--- config.mk ---
export PLATFORM = sky130hd
export DESIGN_NAME = gpio_seq_ctrl
export DESIGN_NICKNAME = d
export VERILOG_FILES = /design/src/rtl/gpio_seq_ctrl.sv
export SDC_FILE = /design/constraint.sdc
export NUM_CORES = 1
export LEC_CHECK = 0
export CAP_MARGIN = 20
export CELL_PAD_IN_SITES_DETAIL_PLACEMENT = 0
export CELL_PAD_IN_SITES_GLOBAL_PLACEMENT = 1
export CORE_AREA = 4 4 236 238
export DETAILED_ROUTE_END_ITERATION = 6
export DIE_AREA = 0 0 240 242
export DONT_BUFFER_PORTS = 1
export GPL_TIMING_DRIVEN = 1
export HOLD_SLACK_MARGIN = 0.03
export PLACE_DENSITY = 0.65
export SLEW_MARGIN = 15
export SYNTH_ARGS = -nofsm -noshare
export SYNTH_HDL_FRONTEND = slang
export SYNTH_SLANG_ARGS = --single-unit
--- constraint.sdc ---
create_clock -name clk_i -period 7.9 [get_ports clk_i]
set_input_delay 0.79 -clock clk_i [delete_from_list [all_inputs] [get_ports clk_i]]
set_output_delay 0.79 -clock clk_i [all_outputs]
set_load 0.03 [all_outputs]
--- src/rtl/gpio_seq_ctrl.sv ---
// GPIO pattern sequencer: plays a table of (out, dir, hold) entries onto the pins,
// and passes the software out/dir values through whenever it is not running.
module gpio_seq_ctrl #(
  parameter int GPIO_NUM   = 8,
  parameter int DEPTH      = 16,
  parameter int HOLD_WIDTH = 16,
  parameter int LOOP_WIDTH = 8
) (
  input  logic                       clk_i,
  input  logic                       rst_i,
  input  logic                       cfg_we_i,
  input  logic [$clog2(DEPTH)-1:0]   cfg_addr_i,
  input  logic [GPIO_NUM-1:0]        cfg_out_i,
  input  logic [GPIO_NUM-1:0]        cfg_dir_i,
  input  logic [HOLD_WIDTH-1:0]      cfg_hold_i,
  input  logic [$clog2(DEPTH):0]     len_i,
  input  logic [LOOP_WIDTH-1:0]      loop_i,
  input  logic                       start_i,
  input  logic                       stop_i,
  input  logic [GPIO_NUM-1:0]        sw_out_i,
  input  logic [GPIO_NUM-1:0]        sw_dir_i,
  output logic [GPIO_NUM-1:0]        gpio_out_o,
  output logic [GPIO_NUM-1:0]        gpio_dir_o,
  output logic                       busy_o,
  output logic                       done_o,
  output logic [$clog2(DEPTH)-1:0]   idx_o
);

  localparam int AW = $clog2(DEPTH);
  localparam int LW = AW + 1;

  typedef enum logic [1:0] {S_IDLE, S_RUN, S_DONE} state_t;

  state_t                state_q, state_d;
  logic [GPIO_NUM-1:0]   out_q, out_d, dir_q, dir_d;
  logic                  busy_q, busy_d, done_q, done_d;
  logic [AW-1:0]         idx_q, idx_d;
  logic [HOLD_WIDTH-1:0] hold_q, hold_d;
  logic [LOOP_WIDTH-1:0] pass_q, pass_d, loop_q, loop_d;
  logic [LW-1:0]         len_q, len_d;

  logic [GPIO_NUM-1:0]   tbl_out  [DEPTH];
  logic [GPIO_NUM-1:0]   tbl_dir  [DEPTH];
  logic [HOLD_WIDTH-1:0] tbl_hold [DEPTH];

  logic          start_ok, entry_end, last_entry, finished;
  logic [AW-1:0] next_idx;

  // Table is only writable while idle so a running pattern never changes under us.
  always_ff @(posedge clk_i) begin
    if (cfg_we_i && state_q == S_IDLE) begin
      tbl_out[cfg_addr_i]  <= cfg_out_i;
      tbl_dir[cfg_addr_i]  <= cfg_dir_i;
      tbl_hold[cfg_addr_i] <= cfg_hold_i;
    end
  end

  assign start_ok   = start_i && !stop_i && (len_i != '0) && (len_i <= LW'(DEPTH));
  assign entry_end  = (hold_q == tbl_hold[idx_q]);
  assign last_entry = ({1'b0, idx_q} == (len_q - LW'(1)));
  // A pass completes on the last entry; compare one wider so loop=max still finishes.
  assign finished   = (loop_q != '0) &&
                      (({1'b0, pass_q} + (LOOP_WIDTH+1)'(1)) == {1'b0, loop_q});
  assign next_idx   = last_entry ? '0 : idx_q + AW'(1);

  always_comb begin
    state_d = state_q;
    out_d   = out_q;
    dir_d   = dir_q;
    busy_d  = busy_q;
    done_d  = 1'b0;
    idx_d   = idx_q;
    hold_d  = hold_q;
    pass_d  = pass_q;
    len_d   = len_q;
    loop_d  = loop_q;
    case (state_q)
      S_IDLE: begin
        out_d  = sw_out_i;
        dir_d  = sw_dir_i;
        busy_d = 1'b0;
        if (start_ok) begin
          state_d = S_RUN;
          len_d   = len_i;
          loop_d  = loop_i;
          out_d   = tbl_out[0];
          dir_d   = tbl_dir[0];
          idx_d   = '0;
          hold_d  = '0;
          pass_d  = '0;
          busy_d  = 1'b1;
        end
      end
      S_RUN: begin
        if (stop_i) begin
          state_d = S_IDLE;
          out_d   = sw_out_i;
          dir_d   = sw_dir_i;
          busy_d  = 1'b0;
          idx_d   = '0;
        end else if (entry_end) begin
          if (last_entry && finished) begin
            state_d = S_DONE;
            out_d   = sw_out_i;
            dir_d   = sw_dir_i;
            busy_d  = 1'b0;
            done_d  = 1'b1;
            idx_d   = '0;
          end else begin
            idx_d  = next_idx;
            hold_d = '0;
            out_d  = tbl_out[next_idx];
            dir_d  = tbl_dir[next_idx];
            // Infinite mode must not wrap the pass count back into a match.
            if (last_entry && pass_q != '1) pass_d = pass_q + LOOP_WIDTH'(1);
          end
        end else begin
          hold_d = hold_q + HOLD_WIDTH'(1);
        end
      end
      S_DONE: begin
        state_d = S_IDLE;
        out_d   = sw_out_i;
        dir_d   = sw_dir_i;
        busy_d  = 1'b0;
      end
      default: begin
        state_d = S_IDLE;
        busy_d  = 1'b0;
      end
    endcase
  end

  always_ff @(posedge clk_i) begin
    if (rst_i) begin
      state_q <= S_IDLE;
      out_q   <= '0;
      dir_q   <= '0;
      busy_q  <= 1'b0;
      done_q  <= 1'b0;
      idx_q   <= '0;
    end else begin
      state_q <= state_d;
      out_q   <= out_d;
      dir_q   <= dir_d;
      busy_q  <= busy_d;
      done_q  <= done_d;
      idx_q   <= idx_d;
    end
  end

  // Run bookkeeping is always reloaded on start, so it needs no reset.
  always_ff @(posedge clk_i) begin
    hold_q <= hold_d;
    pass_q <= pass_d;
    len_q  <= len_d;
    loop_q <= loop_d;
  end

  assign gpio_out_o = out_q;
  assign gpio_dir_o = dir_q;
  assign busy_o     = busy_q;
  assign done_o     = done_q;
  assign idx_o      = idx_q;

endmodule

======== After elaboration in Yosys (flattened, before gate mapping) ========
Memories as Yosys holds them, arrays and structs flattened. A register that Yosys moved wholly into a read port is not among the register bits.
Index checks and enable logic that the tools add are counted.
cells by class
  $add $sub $neg .......................... 5
  $mul .................................... 0
  divide/modulo/power cells ............... 0
  magnitude comparators ................... 1
  equal/unequal tests ..................... 14
  shift-type cells ........................ 0
  mux-type cells .......................... 42
  bitwise logic cells ..................... 2
  reductions and logical operators ........ 21
operator list
  kind                                                              count
  8-bit two-way mux                                                 13
  16-bit two-way mux                                                4
  8-bit case mux with 3 select lines                                2
  16-bit case mux with 2 select lines                               1
  4-bit two-way mux                                                 7
  16-bit by 1-bit adder with 16-bit output (second input constant)  1
  16-bit equality test                                              1
  8-bit case mux with 2 select lines                                1
  2-bit inequality test (second input constant)                     5
  8-bit by 1-bit adder with 9-bit output (second input constant)    1
  9-bit by 8-bit equality test with 1-bit output                    1
  3-bit inequality test (second input constant)                     3
  8-bit by 1-bit adder with 8-bit output (second input constant)    1
  2-bit two-way mux                                                 4
  8-bit inequality test (second input constant)                     1
  4-bit case mux with 2 select lines                                1
  8-bit nonzero test                                                1
  1-bit logical AND                                                 7
  1-bit two-way mux                                                 7
  2-bit AND reduction                                               3
  3-bit AND reduction                                               2
  6-bit AND reduction                                               1
  4-bit by 5-bit equality test with 1-bit output                    1
  5-bit <= comparator (second input constant)                       1
  other kinds (14)                                                  15
storage, ports and cells
  register bits ........................... 61
  bits in latches ......................... 0
  RAM bits ................................ 512
  memory bits (read-only) ................. 0
  bits of input ports ..................... 70
  output and inout bits ................... 22
  logic and storage cells ................. 98
  memories ................................ 3
memories
  memory    depth  bits a word  rd ports  clocked after memory_dff  write ports  line  text
  tbl_hold  16     16           1         1                         1            44    logic [HOLD_WIDTH-1:0] tbl_hold [DEPTH];
  tbl_dir   16     8            2         0                         1            43    logic [GPIO_NUM-1:0] tbl_dir [DEPTH];
  tbl_out   16     8            2         0                         1            42    logic [GPIO_NUM-1:0] tbl_out [DEPTH];

======== Longest topological paths before layout ========
  depth in word-level cells ............... 10
  gate-level depth with buffers ........... 14
  mapped depth without buffers ............ 10

======== Worst setup path after synthesis ========
No wires, ideal clock.
  kind .................................... input to register
  start ................................... input len_i[1]
  end ..................................... register hold_q[0] (enable)
  setup time .............................. 419 ps
  data arrival time ....................... 3637 ps
  required time ........................... 7481 ps
  path slack .............................. 3844 ps
  stages .................................. 6
  buffers on the path ..................... 0
  cell sequence ........................... nor4_1 -> xnor2_1 -> nand3b_1 -> nor2_1 -> a21oi_1 -> a311oi_1
between the ends
  longest elaborated chain between the ends .. 5
  elaborated cells between the ends (all ways) .. 6
  those cells by class .................... order compare (1); eq/ne (1); reduce/logical (4)
ends and longest elaborated chain
  element                                                                      line  text
  from (decl)                                                                  16    input logic [$clog2(DEPTH):0] len_i,
  parallel branches: the longest is 2 deep, another holds 5-bit <= comparator  n/a
  1-bit logical AND *                                                          58    assign start_ok = start_i && !stop_i && (len_i != '0) && (len_i <= LW'(DEPTH));
  2-bit inequality test (no line) *                                            n/a
  4-bit AND reduction (no line) *                                              n/a
  to (signal assigned)                                                         154   hold_q <= hold_d;
  to (decl)                                                                    38    logic [HOLD_WIDTH-1:0] hold_q, hold_d;
Mark *: on every way between the ends.
A chain may end at the register's enable or synchronous reset.

==> impl_metrics.json <==
{
  "dpl.hpwl_um": 32900,
  "sw_frac_of_total_pct": 20.4,
  "yosys_register_bits": 577,
  "slew_headroom_pct": 26.5,
  "intPower_mw": 5.16,
  "die_y_um": 242,
  "totalWireLength_um": 61000,
  "worstSkewPairLatency_ns": 0.62,
  "drc": 0,
  "htreeDepth": 2,
  "dieArea_um2": 58100,
  "dr.pass1.iters": 5,
  "synth-edff-count": 549,
  "grt_use_total_pct": 20.7,
  "nets": 1486,
  "tightest_slew_ns": 1.10,
  "cts_resized": 0,
  "holdCritPathClass": "in2reg",
  "finClkSkew_ns": 0.0166,
  "cts_sinks": 577,
  "numPortBuffers": 0,
  "synthArstFlopShare_pct": 0,
  "final_core_util_pct": 50.0,
  "ir_worst_vdd_mv": 0.182,
  "start_kind": "register",
  "worstPathRequired_ns": 8.35,
  "fin_crit_sh_pct": 60.0,
  "synthTopCellsByArea": "edfxtp_1, mux4_2, mux2i_1",
  "num_antenna_cells": 0,
  "yosys.area_share.adder_pct": 0.365,
  "rows": 85,
  "area_growth_pct": 11.8,
  "clock_path_buffers": 3,
  "postRouteAntennaNets": 0,
  "place.gp.congestion": 0.769,
  "path_class": "reg2reg",
  "pwr-share-seq_pct": 53.3,
  "finalHoldViolCount": 0,
  "initial_core_util_pct": 44.8,
  "synth_simple_gate_area_share_pct": 5.40,
  "drive_gt1_share_pct": 17.2,
  "syn_area_per_cell_um2": 17.1,
  "status": "completed",
  "grt_max_degree": 59,
  "yosys.area_share.xor_xnor_pct": 2.15,
  "clkPwrFrac_pct": 44.4,
  "die_w_um": 240,
  "slew_viol_final": 0,
  "synth_area_um2": 24000,
  "cts_root_buf": "clkbuf_16",
  "synth_top_area_cell": "edfxtp_1",
  "max_cap_violations": 0,
  "synth.most_common_cell": "edfxtp_1",
  "syn_inst": 1407,
  "vias": 13000,
  "power_density_nw_per_um2": 242,
  "p_sw_mw": 1.32,
  "cpPeakStageDelay_ns": 0.83,
  "grt_first_pass_wirelength_um": 88800,
  "rsz0062_at_grt": "false",
  "routedWlPerCell_um": 28.4,
  "synth_top_area_share_pct": 68.7,
  "path_max_fanout": 32,
  "synth.mux.area_fraction_pct": 11.2,
  "slowest_stage": "and3_1",
  "max_freq_mhz": 211,
  "hold_path.startpoint": "rst_i",
  "core_area_um2": 53600,
  "yosys-top-cells-count": "edfxtp_1, mux2i_1, mux4_2, clkbuf_1, nor2_1",
  "setup_slack_ns": 3.16,
  "total_leakage_power_nw": 8.22,
  "synth_compound_area_share_pct": 7.57,
  "drtIter0Drc": 1071,
  "finalSetupTns_ns": 0,
  "grt_antenna_before_repair": 0,
  "crit_arrival_ns": 5.20,
  "overflow": 0,
  "end_kind": "register",
  "comb_power_share_pct": 2.3,
  "synth_ff_type": "edfxtp_1",
  "numCtsBuffers": 60,
  "setup_viol": 0,
  "vias_per_cell": 6.04,
  "dp_worst_setup_slack_ns": 3.19,
  "yosysWarnings": 0,
  "yosysSeqAreaShare_pct": 71.1,
  "clkSlewWorstSetupHoldPaths_ns": 0.06,
  "cts_tree": "yes",
  "n_fill_cell": 4443,
  "synth_top_family_by_area": "multiplexers",
  "pin_count": 92,
  "synth_cell_type_count": 72,
  "min_period_ns": 4.74,
  "first_global_vias": 12800,
  "path_cells": "buf_4 > mux4_2 > a22o_1 > a221oi_2 > xor2_1 > nand4_1 > o21ai_2 > and3_1 > a211oi_1",
  "holdBufCountCts": 0,
  "mappedNetlistNets": 1484,
  "postCtsSetupBuffers": 0
}
## per-layer routing
metal  wire length [µm]  track usage, %  vias to the layer above
met5                  0               0                        -
met2              27900            31.1                      448
met3               4260            4.25                       84
met4               1480            5.70                        0
li1                   -               -                     5673
met1              27400            31.0                     6784
## path summary, 6_finish.rpt
check,to,cells past startpoint,slack [ns]
max,gpio_out_o[7]$_SDFFE_PP0P_,9,3.16
min,state_q[1]$_SDFFE_PP0P_,1,0.24
max reg2reg,gpio_out_o[7]$_SDFFE_PP0P_,9,3.16
min reg2reg,state_q[0]$_SDFFE_PP0P_,2,0.57
## kinds of logic (layout without fill, tap and decap cells)
family | count (synthesis) | after routing
multiplexers | 169 | 169
AO/OA/AOI/OAI | 243 | 243
AND/OR/NAND/NOR | 239 | 239
buffers and inverters | 114 | 163
XOR/XNOR | 58 | 58
adder cells (fa/ha/maj) | 7 | 7
flip-flops | 577 | 577
## layout make-up
cell class	instances	area (µm²)	area share (%)
Timing Repair Buffer	31	233	0.868
Clock buffer	72	1570	5.84
Tap cell	696	871	3.25
Sequential cell	577	17100	63.6
Clock inverter	37	447	1.67
Inverter	23	86.3	0.322
Multi-Input combinational cell	716	6560	24.4
## worst max-delay path: cells and delay by family, from the launching register on
kind | cells | cell delay, ns
multiplexers | 1 | 0.58
buffers and inverters | 1 | 0.58
AO/OA/AOI/OAI | 4 | 1.40
flip-flops | 1 | 0.72
AND/OR/NAND/NOR | 2 | 1.11
XOR/XNOR | 1 | 0.17
## power groups by stage
stage | combinational [mW] | sequential, mW | clock [mW]
6_report | 0.147 | 3.45 | 2.88
5_1_grt | 0.158 | 3.45 | 3.07
4_1_cts | 0.147 | 3.45 | 2.94
3_5_place_dp | 0.146 | 3.52 | 0
3_3_place_gp | 0.144 | 3.52 | 0
2_1_floorplan | 0.106 | 3.50 | 0
## stage by stage
step | hold slack [ns] | power (mW) | instances | cell area, µm²
global placement | 0.558 | 3.66 | 2043 | 24800
global route | 0.202 | 6.68 | 2152 | 26800
detailed placement | 0.560 | 3.66 | 2043 | 24800
CTS | 0.201 | 6.54 | 2152 | 26800
finish | 0.243 | 6.48 | 2152 | 26800
floorplan | 0.540 | 3.61 | 1407 | 24000
## placed cells by master (no fill, tap or decap), types with 10 or more instances in the layout
master	count
inv_1	23
a21boi_0	12
buf_4	31
nor3_1	21
a22oi_1	20
nor2b_1	16
nand2b_1	14
xor2_1	23
mux4_2	76
a21oi_1	29
nand2_1	28
clkbuf_1	10
nor2_4	13
a31oi_1	19
a211oi_2	10
clkinv_1	10
nor2_1	39
o22ai_1	32
clkbuf_16	60
and2_1	24
nand3_1	21
o21ai_0	11
and3_1	10
o31ai_1	10
dfxtp_1	24
xnor2_1	33
a211oi_1	44
a221oi_1	13
nand3b_1	12
edfxtp_1	549
mux2i_1	89
## registers in the layout, summed over array words and instances (netlist names), 2 cells and up, named ones only
| name | flops |
|---|---|
| gpio_dir_o | 8 |
| gpio_out_o | 8 |
| hold_q | 16 |
| idx_o | 4 |
| len_q | 5 |
| loop_q | 8 |
| pass_q | 8 |
| state_q | 2 |
| tbl_dir | 128 |
| tbl_hold | 256 |
| tbl_out | 128 |
No activity file was read; power rests on OpenSTA's default activity.
